### config.mk
export PLATFORM = sky130hd
export DESIGN_NAME = multicycle_ctrl_flat
export DESIGN_NICKNAME = d
export VERILOG_FILES = /design/src/rtl/multicycle_ctrl_if.sv /design/src/rtl/multicycle_ctrl.sv /design/src/flat_wrapper.sv
export SDC_FILE = /design/constraint.sdc
export NUM_CORES = 1
export LEC_CHECK = 0
export BUFFER_PORTS_ARGS = -buffer_cell sky130_fd_sc_hd__buf_2
export CAP_MARGIN = 20
export CELL_PAD_IN_SITES_DETAIL_PLACEMENT = 2
export CELL_PAD_IN_SITES_GLOBAL_PLACEMENT = 2
export CORE_UTILIZATION = 23
export DETAILED_ROUTE_END_ITERATION = 8
export PLACE_DENSITY_LB_ADDON = 0.1
export SLEW_MARGIN = 20
export SYNTH_ARGS = -nofsm -noshare
export SYNTH_HDL_FRONTEND = slang
export SYNTH_SLANG_ARGS = --single-unit
### constraint.sdc
create_clock -name clk -period 1.4 [get_ports clk]
set_input_delay 0.14 -clock clk [delete_from_list [all_inputs] [get_ports clk]]
set_output_delay 0.14 -clock clk [all_outputs]
set_load 0.01 [all_outputs]
### src/rtl/multicycle_ctrl_if.sv
// Control bundle between the multi-cycle controller and the datapath:
// opcode/zero flow in from IR and ALU, all control strobes flow out.
interface multicycle_ctrl_if #(
  parameter int OP_W = 6
);
  logic [OP_W-1:0] opcode;
  logic            zero;
  logic            PCWre;
  logic [1:0]      PCSrc;
  logic            IRWre;
  logic            ALUSrcA;
  logic            ALUSrcB;
  logic [2:0]      ALUOp;
  logic            ExtSel;
  logic            RegWre;
  logic [1:0]      RegDst;
  logic            WrRegDSrc;
  logic            DBDataSrc;
  logic            mRD;
  logic            mWR;
  logic [3:0]      state;

  // Controller side
  modport master (
    input  opcode, zero,
    output PCWre, PCSrc, IRWre, ALUSrcA, ALUSrcB, ALUOp, ExtSel,
           RegWre, RegDst, WrRegDSrc, DBDataSrc, mRD, mWR, state
  );

  // Datapath side
  modport slave (
    output opcode, zero,
    input  PCWre, PCSrc, IRWre, ALUSrcA, ALUSrcB, ALUOp, ExtSel,
           RegWre, RegDst, WrRegDSrc, DBDataSrc, mRD, mWR, state
  );
endinterface

### src/rtl/multicycle_ctrl.sv
// Multi-cycle control FSM for the MIPS-subset CPU. Sequences each
// instruction through IF/ID/EXE/MEM/WB; outputs are a combinational
// decode of the state register, the IR opcode and the ALU zero flag.
module multicycle_ctrl #(
  parameter int OP_W = 6
) (
  input logic               clk,
  input logic               reset,
  multicycle_ctrl_if.master bus
);

  typedef enum logic [3:0] {
    S_IF     = 4'd0,
    S_ID     = 4'd1,
    S_EXE_AL = 4'd2,
    S_EXE_B  = 4'd3,
    S_EXE_LS = 4'd4,
    S_MEM    = 4'd5,
    S_WB_AL  = 4'd6,
    S_WB_LD  = 4'd7,
    S_HALT   = 4'd8
  } state_t;

  typedef enum logic [3:0] {
    K_ALU, K_BR, K_LW, K_SW, K_J, K_JR, K_JAL, K_HALT, K_ILL
  } kind_t;

  localparam logic [OP_W-1:0] OP_ADD  = OP_W'('b000000);
  localparam logic [OP_W-1:0] OP_SUB  = OP_W'('b000001);
  localparam logic [OP_W-1:0] OP_ADDI = OP_W'('b000010);
  localparam logic [OP_W-1:0] OP_ORI  = OP_W'('b010000);
  localparam logic [OP_W-1:0] OP_AND  = OP_W'('b010001);
  localparam logic [OP_W-1:0] OP_OR   = OP_W'('b010010);
  localparam logic [OP_W-1:0] OP_SLL  = OP_W'('b011000);
  localparam logic [OP_W-1:0] OP_SLTI = OP_W'('b100110);
  localparam logic [OP_W-1:0] OP_SW   = OP_W'('b110000);
  localparam logic [OP_W-1:0] OP_LW   = OP_W'('b110001);
  localparam logic [OP_W-1:0] OP_BEQ  = OP_W'('b110100);
  localparam logic [OP_W-1:0] OP_BNE  = OP_W'('b110101);
  localparam logic [OP_W-1:0] OP_J    = OP_W'('b111000);
  localparam logic [OP_W-1:0] OP_JR   = OP_W'('b111001);
  localparam logic [OP_W-1:0] OP_JAL  = OP_W'('b111010);
  localparam logic [OP_W-1:0] OP_HALT = OP_W'('b111111);

  state_t     state_q, state_d;
  kind_t      kind;
  logic [2:0] dec_aluop;
  logic       dec_srca, dec_srcb, dec_ext, dec_wrsrc;
  logic [1:0] dec_regdst;
  logic       br_taken;
  logic       pcwre_c, irwre_c, regwre_c, mrd_c, mwr_c;

  // State register; reset parks the machine in IF
  always_ff @(posedge clk or negedge reset) begin
    if (!reset) state_q <= S_IF;
    else        state_q <= state_d;
  end

  // Opcode decode: instruction class plus the datapath selects it needs
  always_comb begin
    kind       = K_ILL;
    dec_aluop  = 3'b000;
    dec_srca   = 1'b0;
    dec_srcb   = 1'b0;
    dec_ext    = 1'b1;
    dec_regdst = 2'b00;
    dec_wrsrc  = 1'b1;
    case (bus.opcode)
      OP_ADD:  begin kind = K_ALU; dec_regdst = 2'b10; end
      OP_SUB:  begin kind = K_ALU; dec_aluop = 3'b001; dec_regdst = 2'b10; end
      OP_ADDI: begin kind = K_ALU; dec_srcb = 1'b1; dec_regdst = 2'b01; end
      OP_ORI:  begin
        kind = K_ALU; dec_aluop = 3'b011; dec_srcb = 1'b1;
        dec_ext = 1'b0; dec_regdst = 2'b01;
      end
      OP_AND:  begin kind = K_ALU; dec_aluop = 3'b100; dec_regdst = 2'b10; end
      OP_OR:   begin kind = K_ALU; dec_aluop = 3'b011; dec_regdst = 2'b10; end
      OP_SLL:  begin
        kind = K_ALU; dec_aluop = 3'b010; dec_srca = 1'b1; dec_regdst = 2'b10;
      end
      OP_SLTI: begin
        kind = K_ALU; dec_aluop = 3'b110; dec_srcb = 1'b1; dec_regdst = 2'b01;
      end
      OP_SW:   begin kind = K_SW; dec_srcb = 1'b1; end
      OP_LW:   begin kind = K_LW; dec_srcb = 1'b1; dec_regdst = 2'b01; end
      OP_BEQ:  begin kind = K_BR; dec_aluop = 3'b001; end
      OP_BNE:  begin kind = K_BR; dec_aluop = 3'b001; end
      OP_J:    kind = K_J;
      OP_JR:   kind = K_JR;
      OP_JAL:  begin kind = K_JAL; dec_wrsrc = 1'b0; end
      OP_HALT: kind = K_HALT;
      default: kind = K_ILL;
    endcase
  end

  assign br_taken = ((bus.opcode == OP_BEQ) &&  bus.zero) ||
                    ((bus.opcode == OP_BNE) && !bus.zero);

  // Next-state and control outputs; datapath selects only live from ID to WB
  always_comb begin
    state_d       = state_q;
    pcwre_c       = 1'b0;
    irwre_c       = 1'b0;
    regwre_c      = 1'b0;
    mrd_c         = 1'b0;
    mwr_c         = 1'b0;
    bus.PCSrc     = 2'b00;
    bus.DBDataSrc = 1'b0;
    bus.ALUOp     = 3'b000;
    bus.ALUSrcA   = 1'b0;
    bus.ALUSrcB   = 1'b0;
    bus.ExtSel    = 1'b0;
    bus.RegDst    = 2'b00;
    bus.WrRegDSrc = 1'b0;
    if (state_q inside {[S_ID:S_WB_LD]}) begin
      bus.ALUOp     = dec_aluop;
      bus.ALUSrcA   = dec_srca;
      bus.ALUSrcB   = dec_srcb;
      bus.ExtSel    = dec_ext;
      bus.RegDst    = dec_regdst;
      bus.WrRegDSrc = dec_wrsrc;
    end
    case (state_q)
      S_IF: begin
        irwre_c = 1'b1;
        state_d = S_ID;
      end
      S_ID: begin
        case (kind)
          K_J:    begin pcwre_c = 1'b1; bus.PCSrc = 2'b11; state_d = S_IF; end
          K_JR:   begin pcwre_c = 1'b1; bus.PCSrc = 2'b10; state_d = S_IF; end
          K_JAL:  begin
            pcwre_c = 1'b1; bus.PCSrc = 2'b11; regwre_c = 1'b1; state_d = S_IF;
          end
          K_HALT: state_d = S_HALT;
          K_BR:   state_d = S_EXE_B;
          K_LW:   state_d = S_EXE_LS;
          K_SW:   state_d = S_EXE_LS;
          K_ALU:  state_d = S_EXE_AL;
          default: begin pcwre_c = 1'b1; state_d = S_IF; end
        endcase
      end
      S_EXE_AL: state_d = S_WB_AL;
      S_WB_AL: begin
        regwre_c = 1'b1;
        pcwre_c  = 1'b1;
        state_d  = S_IF;
      end
      S_EXE_B: begin
        pcwre_c   = 1'b1;
        bus.PCSrc = br_taken ? 2'b01 : 2'b00;
        state_d   = S_IF;
      end
      S_EXE_LS: state_d = S_MEM;
      S_MEM: begin
        if (kind == K_LW) begin
          mrd_c   = 1'b1;
          state_d = S_WB_LD;
        end else begin
          mwr_c   = (kind == K_SW);
          pcwre_c = 1'b1;
          state_d = S_IF;
        end
      end
      S_WB_LD: begin
        mrd_c         = 1'b1;
        bus.DBDataSrc = 1'b1;
        regwre_c      = 1'b1;
        pcwre_c       = 1'b1;
        state_d       = S_IF;
      end
      S_HALT:  state_d = S_HALT;
      default: state_d = S_IF;
    endcase
  end

  // Enables are held low for as long as reset is asserted, not just at the edge
  assign bus.PCWre  = pcwre_c  & reset;
  assign bus.IRWre  = irwre_c  & reset;
  assign bus.RegWre = regwre_c & reset;
  assign bus.mRD    = mrd_c    & reset;
  assign bus.mWR    = mwr_c    & reset;
  assign bus.state  = state_q;

endmodule

### src/flat_wrapper.sv
// flat-port wrapper written by rule: the top's interface ports become plain ports
module multicycle_ctrl_flat 
#(
  parameter int OP_W = 6
)
  (clk, reset, bus_opcode, bus_zero, bus_PCWre, bus_PCSrc, bus_IRWre, bus_ALUSrcA, bus_ALUSrcB, bus_ALUOp, bus_ExtSel, bus_RegWre, bus_RegDst, bus_WrRegDSrc, bus_DBDataSrc, bus_mRD, bus_mWR, bus_state);
  multicycle_ctrl_if #(.OP_W(OP_W)) bus_i ();
  input logic clk;
  input logic reset;
  input wire logic [$bits(bus_i.opcode)-1:0] bus_opcode;
  input wire logic [$bits(bus_i.zero)-1:0] bus_zero;
  output wire logic [$bits(bus_i.PCWre)-1:0] bus_PCWre;
  output wire logic [$bits(bus_i.PCSrc)-1:0] bus_PCSrc;
  output wire logic [$bits(bus_i.IRWre)-1:0] bus_IRWre;
  output wire logic [$bits(bus_i.ALUSrcA)-1:0] bus_ALUSrcA;
  output wire logic [$bits(bus_i.ALUSrcB)-1:0] bus_ALUSrcB;
  output wire logic [$bits(bus_i.ALUOp)-1:0] bus_ALUOp;
  output wire logic [$bits(bus_i.ExtSel)-1:0] bus_ExtSel;
  output wire logic [$bits(bus_i.RegWre)-1:0] bus_RegWre;
  output wire logic [$bits(bus_i.RegDst)-1:0] bus_RegDst;
  output wire logic [$bits(bus_i.WrRegDSrc)-1:0] bus_WrRegDSrc;
  output wire logic [$bits(bus_i.DBDataSrc)-1:0] bus_DBDataSrc;
  output wire logic [$bits(bus_i.mRD)-1:0] bus_mRD;
  output wire logic [$bits(bus_i.mWR)-1:0] bus_mWR;
  output wire logic [$bits(bus_i.state)-1:0] bus_state;
  assign bus_i.opcode = bus_opcode;
  assign bus_i.zero = bus_zero;
  assign bus_PCWre = bus_i.PCWre;
  assign bus_PCSrc = bus_i.PCSrc;
  assign bus_IRWre = bus_i.IRWre;
  assign bus_ALUSrcA = bus_i.ALUSrcA;
  assign bus_ALUSrcB = bus_i.ALUSrcB;
  assign bus_ALUOp = bus_i.ALUOp;
  assign bus_ExtSel = bus_i.ExtSel;
  assign bus_RegWre = bus_i.RegWre;
  assign bus_RegDst = bus_i.RegDst;
  assign bus_WrRegDSrc = bus_i.WrRegDSrc;
  assign bus_DBDataSrc = bus_i.DBDataSrc;
  assign bus_mRD = bus_i.mRD;
  assign bus_mWR = bus_i.mWR;
  assign bus_state = bus_i.state;
  multicycle_ctrl #(.OP_W(OP_W)) u_core (.clk(clk), .reset(reset), .bus(bus_i));
endmodule
# Word level (Yosys, flattened, before mapping)
# Cells that the tools add are included.
[op_classes]
n_lt_le_gt_ge = 2
n_eq_ne = 30
muxes = 30
bitwise = 5
n_reduce_logical = 20
[ops]
columns = ["operator", "n"]
rows = [
  ["equality test 6 bit, second input constant", 9],
  ["equality test 4 x 3 -> 1 bit, second input constant", 8],
  ["case mux 4 bit (8 select lines)", 1],
  ["equality test 6 x 5 -> 1 bit, second input constant", 4],
  ["case mux 4 bit (6 select lines)", 1],
  ["2-to-1 mux 1 bit", 17],
  ["equality test 4 x 2 -> 1 bit, second input constant", 4],
  ["case mux 4 bit (4 select lines)", 1],
  ["case mux 3 bit (5 select lines)", 1],
  ["OR reduction 5 bit", 3],
  ["case mux 2 bit (2 select lines)", 3],
  ["OR reduction 2 bit", 5],
  ["equality test 4 x 1 -> 1 bit, second input constant", 2],
  ["logical NOT 4 bit", 2],
  ["OR reduction 8 bit", 1],
  ["equality test 6 x 1 -> 1 bit, second input constant", 1],
  ["equality test 6 x 2 -> 1 bit, second input constant", 1],
  ["logical NOT 6 bit", 1],
  ["2-to-1 mux 3 bit", 2],
  ["OR reduction 3 bit", 2],
  ["bitwise AND 1 bit", 5],
  ["equality test 4 bit, second input constant", 1],
  ["greater-or-equal comparator 4 x 1 -> 1 bit, second input constant", 1],
  ["less-or-equal comparator 4 x 3 -> 1 bit, second input constant", 1],
  ["other kinds (7)", 10],
]
[totals]
ff_bits = 4
in_bits = 9
out_inout_bits = 21
wordCells = 88

# Longest topological paths before layout
# Gate-level depths: netlist (run 1).
[depth]
depth_word = 8
depth_mapped = 7
depth_no_buf = 5

# Worst setup path after synthesis (run 1)
# OpenSTA, ideal clock, no wires.
[synth_timing]
path_type = "reg-to-output"
start = "register u_core.state_q[2], in the netlist u_core.bus.state[2]"
end = "output port bus_PCSrc[1]"
arrival_ns = 1.487
required_ns = 1.260
slack_ns = -0.227
path_stages_with_launch = 5
path_cell_list = "dfrtp_1 -> buf_2 -> nor4b_4 -> and3_1 -> a21boi_0"
[synth_between]
elab_chain_cells = 2
elab_cells_between_ends = 3
classes_between = "eq/ne (2); mux (1)"
[synth_rtl]
columns = ["element", "line_no", "source"]
rows = [
  ["start: declaration", "multicycle_ctrl.sv:45", "state_t state_q, state_d;"],
  ["start signal: assignment", "multicycle_ctrl.sv:56", "else state_q <= state_d;"],
  ["equality test 4 x 2 -> 1 bit or equality test 4 x 1 -> 1 bit (tied branches)", "multicycle_ctrl.sv:123", "case (state_q)"],
  ["case mux 2 bit (2 select lines) (*)", "multicycle_ctrl.sv:123", ""],
  ["end: declaration", "flat_wrapper.sv:13", "output wire logic [$bits(bus_i.PCSrc)-1:0] bus_PCSrc;"],
]
# Mark *: on every way between the ends. The rest lies on a longest branch, timed or not.

# Worst setup path after layout (run 1)
[layout_timing]
start = "register u_core.state_q[3], in the netlist u_core.bus.state[3]"
end = "output port bus_PCWre"
[layout_between]
elab_chain_cells = 4
elab_cells_between_ends = 8
classes_between = "eq/ne (5); mux (1); bitwise (1); reduce/logical (1)"
[layout_rtl]
columns = ["element", "line_no", "source"]
rows = [
  ["equality test 4 x 2 -> 1 bit or equality test 4 x 3 -> 1 bit (tied branches)", "multicycle_ctrl.sv:123", ""],
  ["OR reduction 3 bit (no line)", "-", ""],
  ["case mux 1 bit (3 select lines) (*)", "multicycle_ctrl.sv:123", ""],
  ["bitwise AND 1 bit (*)", "multicycle_ctrl.sv:178", "assign bus.PCWre = pcwre_c & reset;"],
  ["end: declaration", "flat_wrapper.sv:12", "output wire logic [$bits(bus_i.PCWre)-1:0] bus_PCWre;"],
]
# Marks and branches as above.

==> key figures, run 1 <==
Run status
  – Outcome: finished, violations left
  – Violated checks: negative setup slack

Timing
  – Minimum hold slack: roughly 0.39 ns
  – # setup viols final: 16
  – Portion of the clock cycle consumed by the worst path in the final layout: 123%
  – Final-report hold violation count: 0
  – Shortest clock period the worst path allows after layout: 1.73 ns
  – RSZ-0062 raised after global routing: yes
  – Worst slew margin relative to its limit: approximately 70%
  – Max Freq: 0.579 GHz
  – Max-slew violation total from the final report: 0
  – Worst Clk Skew: about 0.000045 ns
  – Worst-margin pin slew: about 0.44 ns
  – Final setup slack of the worst path: -0.326 ns

Logic synthesis
  – Synth cell types: 42
  – Post-synthesis register bit count: 4
  – Most used flip-flop cell after synthesis: sky130_fd_sc_hd__dfrtp_1
  – Mean Syn Cell Area: 6.89 um^2
  – Proportion of synthesized flip-flops having asynchronous set or reset: 100%
  – Number of flops mapped to enable cells by yosys: 0
  – Total nets after synthesis: 130
  – Number of warnings reported in the yosys synthesis log: 0
  – Cells after Synth: ~120
  – Proportion of synthesized chip area in sequential cells: between 10 and 15%
  – Cell Area, Synth: 833 um^2

Drt
  – Initial DRT Pass Iterations: 3
  – Post-Route WL: roughly 4300 um
  – Routed wire per std cell: 18.2 um
  – Residual antenna-violating net count after detailed routing: 0
  – Total vias in the final route: 1211
  – Drc violations: 0
  – Iteration-0 DRC Markers: 26
  – Vias per std cell: just over 5

Worst setup path
  – Worst R2R Path Depth: 6
  – Critical path arrival: between 1.5 and 2 ns
  – Setup slack of the worst register-to-register path: ~0.05 ns
  – Capture point of the worst path: bus_PCWre
  – Critical path launch point type: flop
  – Data required time at the worst endpoint: between 1 and 1.5 ns
  – FF-to-FF End: u_core.bus.state[2]$_DFF_PN0_
  – Worst Setup SP: u_core.bus.state[3]$_DFF_PN0_
  – CP Capture Type: output port
  – Crit path kind: reg2out
  – Beginning of the worst register-to-register path: u_core.bus.state[3]$_DFF_PN0_
  – Largest driver fanout on the critical path: 4

Power
  – Power consumption: approximately 2 mW
  – Pleak: 0.719 nW
  – Worst IR Drop VDD: approximately 0.55 mV
  – Power per Cell Area: approximately 1300 nW/um^2

Floorplan
  – Horiz. Die Dim: 62.2 um
  – Effective utilization at floorplan: 24.4%
  – Height of the die: just over 60 um
  – Floorplan die area: 3870 um^2
  – Number of top-level pins: 30
  – Number of rows in the core area: 21
  – Area of the core: roughly 3400 um^2

Clock network
  – TritonCTS clock tree: done
  – Total number of H-tree levels: 1
  – Cell at the root of the clock tree: sky130_fd_sc_hd__clkbuf_4
  – Latest clock arrival within the worst-skew pair: approximately 0.23 ns
  – CTS Buf Count: 3
  – Number of buffers on the longest clock path: 2
  – Number of sinks handled by clock tree synthesis: 4
  – Post-CTS clock slew at the launch and capture registers of the worst setup and hold paths: 0.04 ns

Placed design
  – Final estimated routing congestion in global placement: 0.793
  – Number of I/O port buffers: 29
  – Detailed placement HPWL: 3090 um

Final layout
  – Most frequent cells in the layout: sky130_fd_sc_hd__buf_4, sky130_fd_sc_hd__buf_2, sky130_fd_sc_hd__nor2_1
  – Layout Utilization: 44.3%
  – Number of filler instances in the final layout: between 400 and 500
  – Most common cell after layout, fill and taps aside: sky130_fd_sc_hd__buf_4
  – Nets: between 150 and 200
  – Number of flip-flops under the largest register name: 4
  – Ant. Diodes: 0
  – Relative area change from synthesis to final layout: 81.5%
  – Layout cells sized above 1: about three fifths

Run
  – Max-Cap Viols: 0

Global routing
  – Pin count of the biggest net entering global routing: 11
  – All-Layer GR Usage: between 20% and 30%
  – Global-route wire length before repair: about 6700 um
  – Via count of the first global-routing pass: ~1300
  – Grt ovf: 0
  – Initial antenna violation count: 0

Worst hold path
  – Hold WC Path Type: in2async
-- where the power goes --
group          internal, mW  total (mW)  switching, mW
clock network        0.0960       0.144         0.0484
logic                 0.861        1.63          0.766
registers             0.162       0.233         0.0706
total                  1.12        2.00          0.885
-- worst max-delay path: stages (launching register included) --
cell and delay, ns:
sky130_fd_sc_hd__dfrtp_2 0.42, sky130_fd_sc_hd__buf_6 0.13, sky130_fd_sc_hd__nor4b_4 0.24, sky130_fd_sc_hd__buf_4 0.20, sky130_fd_sc_hd__nand3b_4 0.08, sky130_fd_sc_hd__a31oi_1 0.13
sky130_fd_sc_hd__buf_2 0.15
-- layout make-up --
cell class / instances / area (um^2) / share of cell area [%]
timing repair buffer: 78 / 566 / 37.4
clock buffer: 3 / 22.5 / 1.49
multi-input combinational: 100 / 756 / 50.0
tap: 46 / 57.6 / 3.80
inverter: 2 / 7.51 / 0.496
sequential: 4 / 104 / 6.87
-- logic make-up (layout without fill, tap and decap cells) --
| kind of cell | Yosys count | after routing | synth area share (%) |
|---|---|---|---|
| buffers and inverters | 17 | 83 | 11.4 |
| AO/OA/AOI/OAI | 24 | 24 | 18.6 |
| multiplexers | 1 | 1 | 1.20 |
| flip-flops | 4 | 4 | 12.0 |
| AND/OR/NAND/NOR | 71 | 71 | 52.6 |
| XOR/XNOR | 4 | 4 | 4.20 |
-- worst min-delay path by stage --
stage | slack (ns) | endpoint
after floorplan | -0.16 | u_core.bus.state[0]$_DFF_PN0_
after global placement | -0.01 | u_core.bus.state[1]$_DFF_PN0_
after detailed placement | -0.006 | u_core.bus.state[1]$_DFF_PN0_
after CTS | 0.37 | u_core.bus.state[1]$_DFF_PN0_
after global routing | 0.40 | u_core.bus.state[1]$_DFF_PN0_
final | 0.39 | u_core.bus.state[0]$_DFF_PN0_
-- metrics by stage --
step                      TNS [ns]  worst slack, ns  cell area (um^2)  cells
after floorplan             -0.645           -0.119               871    121
after global placement      -0.509           -0.112              1320    224
after detailed placement     -1.46           -0.215              1320    224
after CTS                    -3.85           -0.345              1430    230
after global routing         -4.83           -0.392              1510    233
final                        -3.91           -0.326              1510    233
-- what timing repair did --
action | 4_1_cts | 5_1_grt
hold buffers | 1 | 0
resized for setup | 16 | 14
endpoints found under the hold margin | 4 | 0
buffers inserted | 2 | 3
pin swaps | 4 | 10
setup endpoints to repair | 19 | 20
-- layer usage --
layer / GRT usage, % / vias up / wire, um
met5: 0 / - / 0
met1: 26.1 / 608 / 1840
met3: 3.49 / 6 / 109
met2: 41.2 / 24 / 2250
met4: 3.78 / 0 / 55
li1: - / 573 / -
-- Yosys cell counts (2+ instances only) --
| master | instances | area [um^2] |
|---|---|---|
| sky130_fd_sc_hd__xor2_1 | 2 | 17.5 |
| sky130_fd_sc_hd__or2_2 | 2 | 12.5 |
| sky130_fd_sc_hd__and3b_1 | 2 | 17.5 |
| sky130_fd_sc_hd__nor4_1 | 5 | 31.3 |
| sky130_fd_sc_hd__buf_6 | 2 | 22.5 |
| sky130_fd_sc_hd__nand2_1 | 6 | 22.5 |
| sky130_fd_sc_hd__nor2b_1 | 4 | 25.0 |
| sky130_fd_sc_hd__inv_1 | 2 | 7.51 |
| sky130_fd_sc_hd__and3_1 | 4 | 25.0 |
| sky130_fd_sc_hd__buf_2 | 7 | 35.0 |
| sky130_fd_sc_hd__nand3_1 | 6 | 30.0 |
| sky130_fd_sc_hd__a31oi_1 | 4 | 25.0 |
| sky130_fd_sc_hd__o22ai_1 | 3 | 18.8 |
| sky130_fd_sc_hd__a211oi_1 | 2 | 15.0 |
| sky130_fd_sc_hd__o21a_1 | 2 | 15.0 |
| sky130_fd_sc_hd__nor3_1 | 9 | 45.0 |
| sky130_fd_sc_hd__a21oi_1 | 6 | 30.0 |
| sky130_fd_sc_hd__nand3b_1 | 3 | 22.5 |
| sky130_fd_sc_hd__o21ai_1 | 2 | 10.0 |
| sky130_fd_sc_hd__nor2_1 | 13 | 48.8 |
| sky130_fd_sc_hd__and2_1 | 2 | 12.5 |
| sky130_fd_sc_hd__dfrtp_1 | 4 | 100 |
| sky130_fd_sc_hd__xnor2_1 | 2 | 17.5 |
| sky130_fd_sc_hd__buf_4 | 2 | 15.0 |
| sky130_fd_sc_hd__clkbuf_1 | 4 | 15.0 |
| sky130_fd_sc_hd__nand2b_1 | 3 | 18.8 |
| sky130_fd_sc_hd__nand4_1 | 3 | 18.8 |
(Power assumes the default switching activity.)
==> run 2: changes to the inputs <==
--- a/config.mk
+++ b/config.mk
@@ -5,13 +5,14 @@
 export SDC_FILE = /design/constraint.sdc
 export NUM_CORES = 1
 export LEC_CHECK = 0
+export ABC_CLOCK_PERIOD_IN_PS = 1400
 export BUFFER_PORTS_ARGS = -buffer_cell sky130_fd_sc_hd__buf_2
 export CAP_MARGIN = 20
 export CELL_PAD_IN_SITES_DETAIL_PLACEMENT = 2
 export CELL_PAD_IN_SITES_GLOBAL_PLACEMENT = 2
 export CORE_UTILIZATION = 23
 export DETAILED_ROUTE_END_ITERATION = 8
-export PLACE_DENSITY_LB_ADDON = 0.1
+export PLACE_DENSITY = 0.75
 export SLEW_MARGIN = 20
 export SYNTH_ARGS = -nofsm -noshare
 export SYNTH_HDL_FRONTEND = slang
==> run 2 against run 1 <==
Clock power is 32% higher. Via count is 15% higher. Final cell count is 4.3% higher. Non-clock buffer count is 10 higher. Clock skew is 0.0068 ns higher. Critical path depth is 1 lower. The run still ends with negative setup slack left. Hold slack worse by 0.039 ns. Cell area is 12% higher. Utilization is 5.5 points higher. Maximum frequency is 8.5% lower. Critical path type unchanged. Combinational power is 36% higher.
==> key figures, run 2 (same netlist as run 1, synthesis figures left out) <==
Placed design
  – Detailed placement HPWL: 2970 um
  – Number of I/O port buffers: 29
  – Worst slack, placed: -0.180 ns
  – Final estimated routing congestion in global placement: 0.882
  – Number of placed cells counting well taps: ~220
  – Post-detailed-placement cell area: between 1000 and 1500 um^2

Floorplan
  – Area of the core: 3420 um^2
  – Floorplan die area: ~3900 um^2
  – Number of rows in the core area: 21
  – Number of top-level pins: 30
  – Height of the die: 62.2 um
  – Horiz. Die Dim: between 60 and 70 um
  – Effective utilization at floorplan: about a quarter

Power
  – Switch Pwr: 1.24 mW
  – Clock network power share: 7.1%
  – Share of power burned in registers: 9.3%
  – Power per Cell Area: 1560 nW/um^2
  – Switching Fraction: between 40% and 50%
  – Internal: roughly 1.4 mW
  – Worst IR Drop VDD: about 0.6 mV
  – Pleak: just under 0.8 nW
  – Proportion of power drawn by combinational gates: between 80 and 90%
  – Power consumption: 2.66 mW

Timing
  – # setup viols final: 21
  – Minimum hold slack: 0.346 ns
  – Final setup slack of the worst path: -0.487 ns
  – Shortest clock period the worst path allows after layout: ~1.9 ns
  – Final-report hold violation count: 0
  – Setup_tns: -6.76 ns
  – RSZ-0062 raised after global routing: yes
  – Portion of the clock cycle consumed by the worst path in the final layout: 135%
  – Max-slew violation total from the final report: 0
  – Worst-margin pin slew: 0.677 ns
  – Worst Clk Skew: about 0.007 ns
  – Worst slew margin relative to its limit: around 54%
  – Max Freq: roughly 0.53 GHz

Worst setup path
  – Crit path kind: reg2out
  – Largest driver fanout on the critical path: 3
  – Critical path launch point type: flop
  – CP max stage delay: 0.42 ns
  – Buf/Inv on CP: 1
  – Critical path arrival: around 1.8 ns
  – Data required time at the worst endpoint: 1.26 ns
  – Cell family contributing the most delay on the critical path: simple AND/OR/NAND/NOR gates
  – Cell-by-cell listing of the critical path: or3_4, nor4_4, a21oi_2, o21ai_2, buf_2
  – CP Capture Type: output port
  – Slowest stage cell, crit path: sky130_fd_sc_hd__dfrtp_1

Clock network
  – Number of buffers on the longest clock path: 2
  – Cell at the root of the clock tree: sky130_fd_sc_hd__clkbuf_4
  – Latest clock arrival within the worst-skew pair: ~0.27 ns
  – CTS Buf Count: 3
  – Post-CTS clock slew at the launch and capture registers of the worst setup and hold paths: roughly 0.06 ns
  – Number of sinks handled by clock tree synthesis: 4
  – TritonCTS clock tree: done
  – Total number of H-tree levels: 1

Final layout
  – Ant. Diodes: 0
  – Number of filler instances in the final layout: about 380
  – Most frequent cells in the layout: sky130_fd_sc_hd__buf_4, sky130_fd_sc_hd__buf_6, sky130_fd_sc_hd__buf_2
  – Non-filler cells in the finished layout: ~240
  – Final Instance Area: between 1500 and 2000 um^2
  – Relative area change from synthesis to final layout: 104%
  – Layout cells sized above 1: between 60% and 70%
  – Layout Utilization: between 40% and 50%
  – Number of flip-flops under the largest register name: 4
  – Most common cell after layout, fill and taps aside: sky130_fd_sc_hd__buf_4
  – Nets: ~210

Drt
  – Initial DRT Pass Iterations: 4
  – Routed wire per std cell: about 26 um
  – Vias per std cell: about 5.7
  – Residual antenna-violating net count after detailed routing: 0
  – Iteration-0 DRC Markers: just over 80
  – Drc violations: 0
  – Total vias in the final route: between 1000 and 1500
  – Post-Route WL: between 6000 and 7000 um

Global routing
  – Global-route wire length before repair: just under 9000 um
  – Grt ovf: 0
  – Via count of the first global-routing pass: roughly 1500
  – Pin count of the biggest net entering global routing: 12
  – Initial antenna violation count: 0
  – All-Layer GR Usage: a little under a third

Worst hold path
  – Hold WC Path Type: in2async

Run
  – Max-Cap Viols: 0

Run status
  – Outcome: finished, violations left
  – Violated checks: negative setup slack
[run 2: layout make-up]
class,instances,area (um^2),area share [%]
clock buffer,3,22.5,1.32
tap,46,57.6,3.38
multi-input combinational,100,808,47.5
inverter,2,7.51,0.441
timing repair buffer,88,702,41.3
sequential,4,104,6.10
[run 2: power groups by stage]
stage | Combinational [mW] | Clock [mW] | Sequential (mW)
2_1_floorplan | 0.678 | 0 | 0.217
3_3_place_gp | 1.17 | 0 | 0.221
3_5_place_dp | 1.21 | 0 | 0.232
4_1_cts | 1.73 | 0.163 | 0.223
5_1_grt | 2.30 | 0.192 | 0.248
6_report | 2.22 | 0.190 | 0.249
[run 2: path summary, 6_finish.rpt]
check / startpoint / to / slack, ns / depth (start not counted)
hold reg to reg: u_core.bus.state[1]$_DFF_PN0_ / u_core.bus.state[3]$_DFF_PN0_ / 0.82 / 3
min in group clk: bus_opcode[0] / u_core.bus.state[1]$_DFF_PN0_ / 0.62 / 5
hold / removal: reset / u_core.bus.state[1]$_DFF_PN0_ / 0.35 / 2
setup reg to reg: u_core.bus.state[3]$_DFF_PN0_ / u_core.bus.state[0]$_DFF_PN0_ / -0.42 / 7
max in group asynchronous: reset / u_core.bus.state[2]$_DFF_PN0_ / 0.82 / 2
setup / recovery: u_core.bus.state[3]$_DFF_PN0_ / bus_PCSrc[0] / -0.49 / 5
[run 2: repair_timing]
| action | CTS | global route |
|---|---|---|
| pin swaps | 12 | 16 |
| cloned | 0 | 0 |
| endpoints found under the setup margin | 20 | 22 |
| setup buffers | 14 | 8 |
| resized for setup | 34 | 26 |
| hold buffers | 1 | 0 |
| hold endpoints to repair | 4 | 0 |
[run 2: worst reg2reg max path, stage by stage (launching register included)]
cell and delay [ns]:
sky130_fd_sc_hd__dfrtp_1 0.42, sky130_fd_sc_hd__or3_4 0.41, sky130_fd_sc_hd__buf_4 0.15, sky130_fd_sc_hd__buf_6 0.10, sky130_fd_sc_hd__buf_6 0.11, sky130_fd_sc_hd__nor3_4 0.21
sky130_fd_sc_hd__a31oi_1 0.13, sky130_fd_sc_hd__o21ai_1 0.20
[run 2: metal layers]
metal  part of all wire, %  wire [um]  vias to the layer above  global-route usage, %
met1                    38       2400                      707                   34.8
met4                   3.8        244                        0                   14.8
met2                    53       3350                       72                   56.0
li1                      -          -                      593                      -
met3                   5.7        361                       24                   3.13
met5                     0          0                        -                      0
